[src/rtl/window_coef_sequencer.sv]
// Window coefficient sequencer: walks the window-function generator through
// indices 0..n-1, one single-shot trigger per index, and streams each
// captured coefficient with its index over a valid/ready interface.
module window_coef_sequencer #(
  parameter int MAX_LGN = 12,
  parameter int TRIG_TO = 16,
  parameter int GAP_MIN = 2
) (
  input  logic        clk,
  input  logic        rst,
  input  logic        start,
  input  logic        abort,
  input  logic [3:0]  win_type_cfg,
  input  logic [7:0]  lgn_cfg,
  output logic        busy,
  output logic        done,
  output logic        err,
  output logic [1:0]  err_code,
  output logic        gen_en,
  output logic [3:0]  gen_win_type,
  output logic [15:0] gen_n,
  output logic [15:0] gen_i,
  output logic [7:0]  gen_lgn,
  input  logic        gen_busy,
  input  logic [15:0] gen_win,
  output logic        coef_valid,
  input  logic        coef_ready,
  output logic [15:0] coef_idx,
  output logic [15:0] coef_data
);

  localparam int GW = (GAP_MIN < 2) ? 1 : $clog2(GAP_MIN + 1);
  localparam int TW = $clog2(TRIG_TO + 1);
  localparam logic [GW-1:0] GAP_SAT   = GW'(GAP_MIN);
  localparam logic [TW-1:0] TO_LAST   = TW'(TRIG_TO - 1);
  localparam logic [7:0]    MAX_LGN_B = 8'(MAX_LGN);

  typedef enum logic [2:0] {
    S_IDLE, S_GAP, S_TRIG, S_WAIT_HI, S_WAIT_LO, S_OUT, S_DONE, S_ERR
  } state_t;

  typedef enum logic [1:0] {
    EC_NONE    = 2'd0,
    EC_LGN     = 2'd1,
    EC_TIMEOUT = 2'd2,
    EC_ABORT   = 2'd3
  } err_code_t;

  state_t    state, state_n;
  err_code_t code_q, code_n;

  logic [GW-1:0] gap_cnt;
  logic [TW-1:0] to_cnt;
  logic          abort_pend;

  logic ld_cfg, clr_i, inc_i, capture, code_ld;
  logic lgn_ok, hs, last, abort_eff;

  // Moore outputs decoded straight from the state.
  assign busy       = (state == S_GAP) || (state == S_TRIG) || (state == S_WAIT_HI) ||
                      (state == S_WAIT_LO) || (state == S_OUT);
  assign done       = (state == S_DONE);
  assign err        = (state == S_ERR);
  assign err_code   = err ? code_q : EC_NONE;
  assign gen_en     = (state == S_TRIG) || (state == S_WAIT_HI);
  assign coef_valid = (state == S_OUT);
  assign gen_n      = 16'd1 << gen_lgn;

  assign lgn_ok    = (lgn_cfg != 8'd0) && (lgn_cfg <= MAX_LGN_B);
  assign hs        = coef_valid && coef_ready;
  assign last      = (gen_i == gen_n - 16'd1);
  // An abort seen while the trigger is up is held until a state that may act on it.
  assign abort_eff = abort || abort_pend;

  // State register.
  always_ff @(posedge clk) begin
    // NOTE: sequential state always uses non-blocking assignment so every
    // register samples pre-edge values regardless of block ordering.
    if (rst) state <= S_IDLE;
    else     state <= state_n;
  end

  // Next-state logic and per-cycle datapath strobes.
  always_comb begin
    // NOTE: every signal gets a default first, so no path through the case
    // leaves one unassigned and no latch is inferred.
    state_n = state;
    ld_cfg  = 1'b0;
    clr_i   = 1'b0;
    inc_i   = 1'b0;
    capture = 1'b0;
    code_ld = 1'b0;
    code_n  = EC_NONE;
    unique case (state)
      S_IDLE: begin
        if (start) begin
          ld_cfg = 1'b1;
          if (!lgn_ok) begin
            code_ld = 1'b1;
            code_n  = EC_LGN;
            state_n = S_ERR;
          end else begin
            clr_i   = 1'b1;
            state_n = S_GAP;
          end
        end
      end
      S_GAP: begin
        if (abort_eff) begin
          code_ld = 1'b1;
          code_n  = EC_ABORT;
          state_n = S_ERR;
        end else if (gap_cnt >= GAP_SAT) begin
          state_n = S_TRIG;
        end
      end
      S_TRIG: state_n = S_WAIT_HI;
      S_WAIT_HI: begin
        if (gen_busy) begin
          state_n = S_WAIT_LO;
        end else if (to_cnt == TO_LAST) begin
          code_ld = 1'b1;
          code_n  = EC_TIMEOUT;
          state_n = S_ERR;
        end
      end
      S_WAIT_LO: begin
        if (abort_eff) begin
          code_ld = 1'b1;
          code_n  = EC_ABORT;
          state_n = S_ERR;
        end else if (!gen_busy) begin
          capture = 1'b1;
          state_n = S_OUT;
        end
      end
      S_OUT: begin
        // A handshake in progress always completes before an abort is honoured.
        if (hs) begin
          if (abort_eff) begin
            code_ld = 1'b1;
            code_n  = EC_ABORT;
            state_n = S_ERR;
          end else if (last) begin
            state_n = S_DONE;
          end else begin
            inc_i   = 1'b1;
            state_n = S_GAP;
          end
        end else if (abort_eff) begin
          code_ld = 1'b1;
          code_n  = EC_ABORT;
          state_n = S_ERR;
        end
      end
      S_DONE:  state_n = S_IDLE;
      S_ERR:   state_n = S_IDLE;
      default: state_n = S_IDLE;
    endcase
  end

  // Gap counter (low cycles of gen_en, saturating) and trigger timeout counter.
  always_ff @(posedge clk) begin
    if (rst) begin
      gap_cnt <= GAP_SAT;
      to_cnt  <= '0;
    end else begin
      if (gen_en)                 gap_cnt <= '0;
      else if (gap_cnt < GAP_SAT) gap_cnt <= gap_cnt + GW'(1);
      // Zero during TRIG, so WAIT_HI sees 1..TRIG_TO-1 and gen_en stays up TRIG_TO cycles.
      if (gen_en) to_cnt <= to_cnt + TW'(1);
      else        to_cnt <= '0;
    end
  end

  // Deferred abort: remembered through TRIG/WAIT_HI, dropped once the run ends.
  always_ff @(posedge clk) begin
    if (rst)                                                     abort_pend <= 1'b0;
    else if ((state == S_IDLE) || (state == S_DONE) || (state == S_ERR)) abort_pend <= 1'b0;
    else if (abort)                                              abort_pend <= 1'b1;
  end

  // Latched configuration, index counter, captured coefficient and error code.
  always_ff @(posedge clk) begin
    if (rst) begin
      gen_win_type <= '0;
      gen_lgn      <= '0;
      gen_i        <= '0;
      coef_idx     <= '0;
      coef_data    <= '0;
      code_q       <= EC_NONE;
    end else begin
      if (ld_cfg) begin
        gen_win_type <= win_type_cfg;
        gen_lgn      <= lgn_cfg;
      end
      if (clr_i)      gen_i <= '0;
      else if (inc_i) gen_i <= gen_i + 16'd1;
      if (capture) begin
        coef_data <= gen_win;
        coef_idx  <= gen_i;
      end
      if (code_ld) code_q <= code_n;
    end
  end

endmodule

[config.mk]
export PLATFORM = sky130hd
export DESIGN_NAME = window_coef_sequencer
export DESIGN_NICKNAME = d
export VERILOG_FILES = /design/src/rtl/window_coef_sequencer.sv
export SDC_FILE = /design/constraint.sdc
export NUM_CORES = 1
export LEC_CHECK = 0
export BUFFER_PORTS_ARGS = -buffer_cell sky130_fd_sc_hd__buf_2
export CORE_ASPECT_RATIO = 2
export CORE_MARGIN = 2
export CORE_UTILIZATION = 35
export CTS_CLUSTER_DIAMETER = 40
export DETAILED_ROUTE_END_ITERATION = 8
export GPL_ROUTABILITY_DRIVEN = 0
export SYNTH_ARGS = -nofsm -noshare
export SYNTH_HDL_FRONTEND = slang
export SYNTH_SLANG_ARGS = --single-unit
[constraint.sdc]
create_clock -name clk -period 4.58 [get_ports clk]
set_input_delay 0.229 -clock clk [delete_from_list [all_inputs] [get_ports clk]]
set_output_delay 0.229 -clock clk [all_outputs]
set_load 0.005 [all_outputs]
==> out/metrics.cfg, run 1 <==
[timing]
clock.fmax_mhz=235
hold_viol_final=0
max_slew.worst_pin.slew_ns=1.19
finalHoldWorstSlack_ns=0.117
slew_headroom_pct=20.7
layout_min_cycle_time_ns=4.26
rsz0062_at_grt=no
report.final.setup_viol=0
maxSlewViolCount=0
finalSetupTns_ns=0
clock-skew-final_ns=0.00935
final.period_utilization_pct=93.0

[cells_and_area]
final_net_count=702
multiInputGateArea_um2=2460
final_area_um2=5100
fill_cells=1220
regArea_um2=1460
area_delta_synth_final_pct=22.3
insertedDiodeCount=0
layoutNonFillerInstCount=814
final_layout_size_suffix_gt1_share_pct=23.5

[yosys]
synth_flop_cell=sky130_fd_sc_hd__dfxtp_1
ys_warn_count=0
postSynthRegisterBits=73
syn-mean-instance-area_um2=7.24
synth_nets=615
asyncSetResetFlopFracSynth_pct=0
netlist.area_leader.share_pct=35.0
netlist.top_cell.by_area=sky130_fd_sc_hd__dfxtp_1
share_of_the_yosys_chip_area_belonging_to_registers_pct=35.0
syn_inst_count=577
post_synth_instance_area_um2=4180
synth.area.top_cells=sky130_fd_sc_hd__dfxtp_1, sky130_fd_sc_hd__nand2_1, sky130_fd_sc_hd__a21oi_1
yosys.cell_count.top_type=sky130_fd_sc_hd__nand2_1
synth_enable_flop_cells=0
ys_types=61
netlist_top_cells_count=sky130_fd_sc_hd__nand2_1, sky130_fd_sc_hd__dfxtp_1, sky130_fd_sc_hd__a21oi_1, sky130_fd_sc_hd__clkbuf_1, sky130_fd_sc_hd__nor2_1

[placed_design]
placed_wire_length_estimate_after_detailed_placement_um=9870
placedCellCount=798
placement.io_buffers=116
dpl-instance-area_um2=4810

[route]
first_pass_iters=4
drc_violations_left=0
detail-route-antenna-nets=0
wl_per_instance_um=16.5
initialDrtViolationCount=388
sum_of_routed_wire_length_over_all_layers_um=13500
drt-vias-per-instance=5.57
route.vias.total=4534

[global_routing]
pin_count_of_the_biggest_net_entering_global_routing=53
grt_overflow_total=0
grt_antenna_before_repair=0
grt_use_total_pct=21.4
global_route_wire_length_before_repair_um=21400
grt_pass1_vias=4255

[setup_path]
worstPathRequired_ns=4.83
critical_path_fanouts_max=30
worst_ep_arrival_time_ns=4.51
critical_path.endpoint_type=flip-flop
setup.worst_path.start_class=flip-flop
path_class=flip-flop to flip-flop

[clock_network]
cts-resized-gates=0
worst_setup_hold_path_clk_slew_ns=0.06
cts_hold_buf=0
cts-root-buf=sky130_fd_sc_hd__clkbuf_16
clk_path_buf_depth=2
cts_max_level=3
worst_skew_pair.late_latency_ns=0.33
cts_tree=done
tritoncts_num_sinks=73
number_of_clock_buffers_inserted_by_tritoncts=9
post_cts.repair.setup_buffers=0

[run]
cap_violations=0

[run_status]
run_status=complete, no violations

[die]
rows=56
top_level_ports=117
die_height_um=158
die-area_um2=12900
start_util_pct=35.7
placeableCoreArea_um2=11700
fp.dieW_um=81.2

[power_and_ir_drop]
p_int_mw=1.43
power_switching_share_pct=37.9
p_clk_share_pct=30.4
power.total_mw=2.30
leakage_nw=2.17
switching_power_mw=0.872
vdd_ir_drop_max_mv=0.275
reg_power_share_pct=33.0
combinationalPowerShare_pct=36.6
powerDensity_nw_per_um2=450

[worst_hold_path]
min_path_type=input port to flip-flop

state kept, by name, indices dropped and copies added (netlist names):
signal,cells
state,3
code_q,2
gap_cnt,2
gen_i,16
abort_pend,1
gen_win_type,4
to_cnt,5
coef_data,16
gen_lgn,8
coef_idx,16
layout make-up:
type / instances / share of cell area (%)
Clock inverter: 7 / 1.35
Clock buffer: 9 / 4.41
Multi-Input combinational cell: 441 / 48.3
Inverter: 13 / 0.956
Timing Repair Buffer: 126 / 12.8
Sequential cell: 73 / 28.6
Tap cell: 145 / 3.55
power groups by stage:
| stage | logic (mW) | clock network [mW] | registers, mW |
|---|---|---|---|
| 3_5_place_dp | 0.836 | 0 | 0.769 |
| 3_3_place_gp | 0.818 | 0 | 0.768 |
| 2_1_floorplan | 0.649 | 0 | 0.738 |
| 5_1_grt | 0.941 | 0.737 | 0.767 |
| 4_1_cts | 0.839 | 0.711 | 0.757 |
| 6_report | 0.842 | 0.698 | 0.759 |
placed cells by master (no fill, tap or decap), types with 13 or more instances in the layout:
master                       n
sky130_fd_sc_hd__dfxtp_1    73
sky130_fd_sc_hd__o211ai_1   15
sky130_fd_sc_hd__nand2_1   125
sky130_fd_sc_hd__nor3_1     19
sky130_fd_sc_hd__nor2_1     36
sky130_fd_sc_hd__and3_1     14
sky130_fd_sc_hd__nor4_1     14
sky130_fd_sc_hd__nand3_1    32
sky130_fd_sc_hd__inv_1      13
sky130_fd_sc_hd__buf_2     116
sky130_fd_sc_hd__a21oi_1    57
critical path, cell delays in order (launching register included):
cell and delay [ns]:
sky130_fd_sc_hd__dfxtp_1 0.33, sky130_fd_sc_hd__or4_4 0.68, sky130_fd_sc_hd__or3_1 0.43, sky130_fd_sc_hd__ha_1 0.41
sky130_fd_sc_hd__or4_1 0.61, sky130_fd_sc_hd__a21oi_1 0.18, sky130_fd_sc_hd__o32ai_1 0.12, sky130_fd_sc_hd__or4_4 0.74
sky130_fd_sc_hd__or3_1 0.40, sky130_fd_sc_hd__a311oi_1 0.26
per-layer routing:
metal / vias to the layer above / GRT usage [%] / routed length (um)
met1: 2123 / 24.2 / 5120
met3: 35 / 3.23 / 598
met5: - / 0 / 0
met4: 0 / 12.8 / 525
li1: 2226 / - / -
met2: 150 / 37.2 / 7230
cell families (layout without fill, tap and decap cells):
| kind of cell | after synthesis | count (layout) | synth area share [%] |
|---|---|---|---|
| XOR/XNOR | 6 | 6 | 1.26 |
| buffers and inverters | 63 | 155 | 6.32 |
| AND/OR/NAND/NOR | 302 | 302 | 35.5 |
| AO/OA/AOI/OAI | 120 | 120 | 18.5 |
| adder cells (fa/ha/maj) | 4 | 4 | 1.20 |
| multiplexers | 9 | 9 | 2.22 |
| flip-flops | 73 | 73 | 35.0 |
per-stage QoR:
step	setup WS, ns	utilization [%]
floorplan	0.527	-
global placement	0.486	41.1
detailed placement	0.326	41.1
CTS	0.329	43.6
global route	0.0734	43.6
finish	0.318	43.6
final timing paths:
kind,from,endpoint,slack (ns),depth (start not counted)
min reg2reg,coef_data[10],coef_data[10],0.45,2
max reg2reg,gen_lgn[4],state[2],0.32,9
max,gen_lgn[4],state[2],0.32,9
min,rst,coef_idx[5],0.12,2
No activity file was read; power rests on OpenSTA's default activity.
==> inputs of run 2 (changes only) <==
Settings changed: CTS_CLUSTER_SIZE set to 20, RECOVER_POWER set to 25.
==> run 2 against run 1 <==
Against the previous run:
- fmax decreased by 0.63%
- via count rose by 1.3%
- critical path depth is the same
- clock skew about the same
- worst setup slack worse by 0.027 ns
- hold slack got worse by 0.0017 ns
- largest power group unchanged
- design area is 0.66% lower
- first-iteration DRC count is 3.6% lower
==> out/metrics.cfg, run 2 (synthesis results as in run 1) <==
[run_status]
run_status=complete, no violations  ; unchanged

[power_and_ir_drop]
p_int_mw=1.42  ; was 1.43 mW
reg_power_share_pct=33.0  ; about the same
leakage_nw=2.05  ; was 2.17 nW
switching_power_mw=0.873  ; was 0.872 mW
power_switching_share_pct=38.0  ; was 37.9%
vdd_ir_drop_max_mv=0.276  ; was 0.275 mV
powerDensity_nw_per_um2=453  ; was 450 nW/um2
p_clk_share_pct=30.4  ; about the same
combinationalPowerShare_pct=36.6  ; about the same

[setup_path]
worstRegToRegCells=9  ; unchanged
cell_chain_critical_path=or4_4 > or3_1 > ha_1 > or4_1 > a21oi_1 > o32ai_1 > or4_4 > or3_1 > a311oi_1  ; unchanged
crit_path_max_incr_delay_ns=0.74  ; about the same
timing.rr.end=state[1]  ; was state[2]
timing.critical_path.buf_inv=0  ; unchanged
crit_family=simple AND/OR/NAND/NOR gates  ; unchanged
worstPathRequired_ns=4.82  ; was 4.83 ns
critical_path.endpoint_type=flip-flop  ; unchanged
worst_ep_arrival_time_ns=4.53  ; was 4.51 ns
critical-path-slowest-cell=sky130_fd_sc_hd__or4_4  ; unchanged
reg2reg_from=gen_lgn[4]  ; unchanged
reg2reg_slack_ns=0.29  ; was 0.32 ns
path_class=flip-flop to flip-flop  ; unchanged
setup.worst_path.start_class=flip-flop  ; unchanged
critical_path_fanouts_max=30  ; unchanged

[die]
rows=56  ; unchanged
placeableCoreArea_um2=11700  ; unchanged
die-area_um2=12900  ; unchanged
top_level_ports=117  ; unchanged
die_height_um=158  ; unchanged
fp.dieW_um=81.2  ; unchanged
start_util_pct=35.7  ; unchanged

[cells_and_area]
final_layout_size_suffix_gt1_share_pct=19.4  ; was 23.5%
area_delta_synth_final_pct=21.5  ; was 22.3%
final_area_um2=5070  ; was 5100 um2
layout_commonest_cell=sky130_fd_sc_hd__nand2_1  ; unchanged
insertedDiodeCount=0  ; unchanged
mostFrequentLayoutCells=sky130_fd_sc_hd__nand2_1, sky130_fd_sc_hd__buf_2, sky130_fd_sc_hd__dfxtp_1, sky130_fd_sc_hd__a21oi_1, sky130_fd_sc_hd__nor2_1  ; unchanged
biggestRegsByFlops=coef_data (16), coef_idx (16), gen_i (16)  ; unchanged
final_net_count=702  ; unchanged

[timing]
hold_viol_final=0  ; unchanged
slew_headroom_pct=22.3  ; was 20.7%
finalSetupTns_ns=0  ; unchanged
layout_min_cycle_time_ns=4.29  ; was 4.26 ns
max_slew.worst_pin.slew_ns=1.16  ; was 1.19 ns
rsz0062_at_grt=no  ; unchanged
final.period_utilization_pct=93.6  ; was 93.0%
maxSlewViolCount=0  ; unchanged
report.final.setup_viol=0  ; unchanged
clock-skew-final_ns=0.00941  ; was 0.00935 ns
clock.fmax_mhz=233  ; was 235 MHz

[route]
first_pass_iters=7  ; was 4
route.vias.total=4594  ; was 4534
drc_violations_left=0  ; unchanged
sum_of_routed_wire_length_over_all_layers_um=13500  ; about the same
initialDrtViolationCount=374  ; was 388
wl_per_instance_um=16.6  ; was 16.5 um
drt-vias-per-instance=5.64  ; was 5.57
detail-route-antenna-nets=0  ; unchanged

[clock_network]
cts_hold_buf=0  ; unchanged
clk_path_buf_depth=2  ; unchanged
cts-resized-gates=0  ; unchanged
cts-root-buf=sky130_fd_sc_hd__clkbuf_16  ; unchanged
cts_max_level=3  ; unchanged
post_cts.repair.setup_buffers=0  ; unchanged
worst_setup_hold_path_clk_slew_ns=0.06  ; about the same
tritoncts_num_sinks=73  ; unchanged
worst_skew_pair.late_latency_ns=0.34  ; was 0.33 ns
number_of_clock_buffers_inserted_by_tritoncts=9  ; unchanged
cts_tree=done  ; unchanged

[worst_hold_path]
timing.hold.worst.start=rst  ; unchanged
min_path_cells=2  ; unchanged
min_to=coef_idx[5]  ; unchanged
min_path_type=input port to flip-flop  ; unchanged

[placed_design]
placed_wire_length_estimate_after_detailed_placement_um=9870  ; unchanged
dpl-instance-area_um2=4810  ; unchanged
placement.io_buffers=116  ; unchanged

[global_routing]
grt_pass1_vias=4255  ; unchanged
grt_overflow_total=0  ; unchanged
global_route_wire_length_before_repair_um=21400  ; unchanged
pin_count_of_the_biggest_net_entering_global_routing=53  ; unchanged
grt_antenna_before_repair=0  ; unchanged
grt_use_total_pct=21.4  ; unchanged

[run]
cap_violations=0  ; unchanged

run 2: cell count changes in the layout (fill, tap and decap cells not counted), sizes merged:
cell    previous run  this run
clkbuf             9        35
buf              126       100
run 2: worst max-delay path by stage:
| stage | from | end | slack [ns] | cells past startpoint |
|---|---|---|---|---|
| after detailed placement | gen_lgn[4] | state[2] | 0.33 | 9 |
| after floorplan | gen_lgn[4] | gen_i[13] | 0.53 | 16 |
| after global placement | gen_lgn[4] | state[2] | 0.49 | 10 |
| after CTS | gen_lgn[4] | state[2] | 0.33 | 9 |
| final | gen_lgn[4] | state[1] | 0.29 | 9 |
| after global routing | gen_lgn[4] | state[2] | 0.07 | 10 |
run 2: metrics by stage:
step                      hold WS [ns]  setup slack [ns]  total power, mW  instances  util, %
after detailed placement         0.443             0.326             1.61        798     41.1
final                            0.116             0.291             2.30        814     43.3
after CTS                        0.118             0.329             2.31        814     43.6
after floorplan                  0.365             0.527             1.39        577        -
after global routing             0.126            0.0723             2.44        814     43.3
after global placement           0.429             0.486             1.59        798     41.1
run 2: area by class of cell:
class | instances | area, um2
clock inverters | 7 | 68.8
clock buffers | 9 | 225
multi-input cells | 441 | 2460
flip-flops and latches | 73 | 1460
well taps | 145 | 181
repair buffers | 126 | 622
inverters | 13 | 48.8
fillers | 1230 | 6630
run 2: per-layer routing:
metal | vias to the layer above | wire length (um) | GRT usage (%)
met5 | - | 0 | 0
met4 | 0 | 652 | 12.8
met3 | 45 | 614 | 3.23
met2 | 171 | 7130 | 37.2
met1 | 2150 | 5130 | 24.2
li1 | 2228 | - | -
run 2: power by group through the flow:
stage	clock (mW)	combinational [mW]	sequential, mW
after detailed placement	0	0.836	0.769
after CTS	0.711	0.839	0.757
after global placement	0	0.818	0.768
after floorplan	0	0.649	0.738
final	0.698	0.841	0.759
after global routing	0.737	0.938	0.767
==> inputs of run 3 (changes only) <==
Settings changed: ABC_AREA set to 1, CORE_UTILIZATION 35 to 52, PLACE_DENSITY set to 0.8.
==> run 3 against run 2 <==
Against the previous run:
- the flow now finishes with violations (DRC)
- sequential share of layout area grew 0.68 points
- routed wire length shrank 10%
- design area shrank 2.3%
- sequential cell count is the same
- cell count shrank 0.25%
- core utilization grew 22 points
- critical path type unchanged
- critical endpoint is now gen_i[15]
==> out/metrics.cfg, run 3 <==
[die]
top_level_ports=117  ; unchanged
die-area_um2=8590  ; was 12900 um2
fp.dieW_um=66.6  ; was 81.2 um
start_util_pct=53.5  ; was 35.7%
die_height_um=129  ; was 158 um
placeableCoreArea_um2=7600  ; was 11700 um2
rows=45  ; was 56

[clock_network]
number_of_clock_buffers_inserted_by_tritoncts=9  ; unchanged
cts-root-buf=sky130_fd_sc_hd__clkbuf_16  ; unchanged
tritoncts_num_sinks=73  ; unchanged
cts_tree=done  ; unchanged
worst_setup_hold_path_clk_slew_ns=0.05  ; was 0.06 ns
cts_hold_buf=0  ; unchanged
cts-resized-gates=0  ; unchanged
clk_path_buf_depth=2  ; unchanged
worst_skew_pair.late_latency_ns=0.33  ; was 0.34 ns
post_cts.repair.setup_buffers=0  ; unchanged
cts_max_level=3  ; unchanged

[route]
wl_per_instance_um=15.0  ; was 16.6 um
initialDrtViolationCount=280  ; was 374
route.vias.total=4430  ; was 4594
detail-route-antenna-nets=0  ; unchanged
sum_of_routed_wire_length_over_all_layers_um=12100  ; was 13500 um
first_pass_iters=9  ; was 7
drt-vias-per-instance=5.46  ; was 5.64
drc_violations_left=2  ; was 0

[setup_path]
critical-path-slowest-cell=sky130_fd_sc_hd__dfxtp_1  ; was sky130_fd_sc_hd__or4_4
path_class=flip-flop to flip-flop  ; unchanged
critical_path_fanouts_max=18  ; was 30
worst_ep_arrival_time_ns=3.05  ; was 4.53 ns
crit_path_max_incr_delay_ns=0.34  ; was 0.74 ns
setup.worst_path.start_class=flip-flop  ; unchanged
cell_chain_critical_path=nor2_4 > nand3_2 > nor2_4 > nand2_1 > nor2_1 > inv_1 > ha_1 > xor2_1 > nand3_1 > nor2_1 > nand2_1 > nor2_1 > nand3_1 > nor2_1 > nand2_2 > nand2_4 > inv_4 > nand2_1 > a21oi_2  ; was or4_4 > or3_1 > ha_1 > or4_1 > a21oi_1 > o32ai_1 > or4_4 > or3_1 > a311oi_1
critical_path.endpoint_type=flip-flop  ; unchanged
timing.critical_path.buf_inv=2  ; was 0
worstPathRequired_ns=4.80  ; was 4.82 ns
cp_common_cell=sky130_fd_sc_hd__nor2_1
crit_family=simple AND/OR/NAND/NOR gates  ; unchanged

[cells_and_area]
final_net_count=751  ; was 702
area_delta_synth_final_pct=21.7  ; was 21.5%
biggestRegsByFlops=coef_data (16), coef_idx (16), gen_i (16)  ; unchanged
mostFrequentLayoutCells=sky130_fd_sc_hd__nand2_1, sky130_fd_sc_hd__buf_2, sky130_fd_sc_hd__nor2_1, sky130_fd_sc_hd__dfxtp_1, sky130_fd_sc_hd__inv_1  ; was sky130_fd_sc_hd__nand2_1, sky130_fd_sc_hd__buf_2, sky130_fd_sc_hd__dfxtp_1, sky130_fd_sc_hd__a21oi_1, sky130_fd_sc_hd__nor2_1
layout_commonest_cell=sky130_fd_sc_hd__nand2_1  ; unchanged
final_layout_size_suffix_gt1_share_pct=21.9  ; was 19.4%
layout.core_utilization_pct=65.2  ; was 43.3%
insertedDiodeCount=0  ; unchanged

[timing]
final.period_utilization_pct=61.8  ; was 93.6%
layout_min_cycle_time_ns=2.83  ; was 4.29 ns
clock.fmax_mhz=354  ; was 233 MHz
clock-skew-final_ns=0.00451  ; was 0.00941 ns
rsz0062_at_grt=no  ; unchanged
max_slew.worst_pin.slew_ns=1.03  ; was 1.16 ns
slew_headroom_pct=31.4  ; was 22.3%
report.final.setup_viol=0  ; unchanged
maxSlewViolCount=0  ; unchanged
hold_viol_final=0  ; unchanged
finalSetupTns_ns=0  ; unchanged

[yosys]
netlist.top_cell.by_area=sky130_fd_sc_hd__dfxtp_1  ; unchanged
ys_types=44  ; was 61
post_synth_instance_area_um2=4070  ; was 4180 um2
synth_flop_cell=sky130_fd_sc_hd__dfxtp_1  ; unchanged
synth_nets=641  ; was 615
syn_inst_count=603  ; was 577
postSynthRegisterBits=73  ; unchanged
syn-mean-instance-area_um2=6.75  ; was 7.24 um2
ys_warn_count=0  ; unchanged
yosys.cell_count.top_type=sky130_fd_sc_hd__nand2_1  ; unchanged
netlist_top_cells_count=sky130_fd_sc_hd__nand2_1, sky130_fd_sc_hd__nor2_1, sky130_fd_sc_hd__dfxtp_1, sky130_fd_sc_hd__inv_1, sky130_fd_sc_hd__o21ai_0  ; was sky130_fd_sc_hd__nand2_1, sky130_fd_sc_hd__dfxtp_1, sky130_fd_sc_hd__a21oi_1, sky130_fd_sc_hd__clkbuf_1, sky130_fd_sc_hd__nor2_1
asyncSetResetFlopFracSynth_pct=0  ; unchanged
share_of_the_yosys_chip_area_belonging_to_registers_pct=35.9  ; was 35.0%
netlist.area_leader.share_pct=35.9  ; was 35.0%
synth.area.top_cells=sky130_fd_sc_hd__dfxtp_1, sky130_fd_sc_hd__nand2_1, sky130_fd_sc_hd__nor2_1  ; was sky130_fd_sc_hd__dfxtp_1, sky130_fd_sc_hd__nand2_1, sky130_fd_sc_hd__a21oi_1
synth_enable_flop_cells=0  ; unchanged

[global_routing]
grt_overflow_total=0  ; unchanged
global_route_wire_length_before_repair_um=19500  ; was 21400 um
pin_count_of_the_biggest_net_entering_global_routing=48  ; was 53
grt_antenna_before_repair=0  ; unchanged
grt_use_total_pct=29.9  ; was 21.4%
grt_pass1_vias=4219  ; was 4255

[worst_hold_path]
min_path_type=input port to flip-flop  ; unchanged

[power_and_ir_drop]
powerDensity_nw_per_um2=503  ; was 453 nW/um2
leakage_nw=2.39  ; was 2.05 nW
vdd_ir_drop_max_mv=0.326  ; was 0.276 mV

[placed_design]
placed_wire_length_estimate_after_detailed_placement_um=9450  ; was 9870 um
placement.io_buffers=116  ; unchanged

[run]
cap_violations=0  ; unchanged

[run_status]
run_status=finished, violations left  ; was complete, no violations
violations=DRC

-- run 3: changes by cell type after synthesis, sizes merged, moves of 14 or more --
cell / delta
and3: -14
o21ai: +38
o211ai: -15
clkbuf: -33
nor2: +57
xor2: +14
inv: +62
-- run 3: path summary, 6_finish.rpt --
kind         depth (start not counted)  startpoint            to  slack (ns)
min reg2reg                          1   to_cnt[0]     to_cnt[0]        0.45
max reg2reg                         19  gen_lgn[5]     gen_i[15]        1.75
max                                 19  gen_lgn[5]     gen_i[15]        1.75
min                                  3  gen_win[8]  coef_data[8]        0.12
-- run 3: power breakdown --
part           total, mW  internal [mW]  switching [mW]
Combinational       1.02          0.351           0.672
Sequential         0.791          0.719          0.0716
Clock              0.678          0.424           0.254
-- run 3: worst min-delay path, stage by stage --
cell and delay, ns:
sky130_fd_sc_hd__buf_2 0.07, sky130_fd_sc_hd__nor2_1 0.03, sky130_fd_sc_hd__nor2_1 0.08
-- run 3: layout make-up --
type	instances	area (um2)
clock buffer	14	284
clock inverter	2	10.0
fill	731	2650
inverter	78	295
multi-input combinational	433	2220
sequential	73	1460
tap	94	118
timing repair buffer	118	564
-- run 3: logic make-up after synthesis --
logic type      Yosys count  synth area share, %
simple gates            302                 34.0
fa+ha+maj                 4                 1.23
xor+xnor                 20                 4.30
flops                    73                 35.9
compound gates          107                 14.9
buf+inv                  97                 9.65
-- run 3: per-stage QoR --
stage / cell area (um2) / std cells / setup slack [ns] / total power, mW / hold WS (ns)
after CTS: 4980 / 812 / 1.76 / 2.49 / 0.109
final: 4950 / 812 / 1.75 / 2.49 / 0.117
after detailed placement: 4690 / 796 / 1.78 / 1.81 / 0.446
after floorplan: 4070 / 603 / 2.11 / 1.53 / 0.308
after global routing: 4950 / 812 / 1.53 / 2.66 / 0.118
after global placement: 4690 / 796 / 1.83 / 1.77 / 0.429
-- run 3: layer usage --
layer | vias up | share of wire (%) | track usage, %
met4 | 0 | 7.6 | 22.0
li1 | 2171 | - | -
met1 | 2000 | 34 | 28.5
met3 | 62 | 5.2 | 6.60
met2 | 197 | 53 | 54.0
met5 | - | 0 | 0
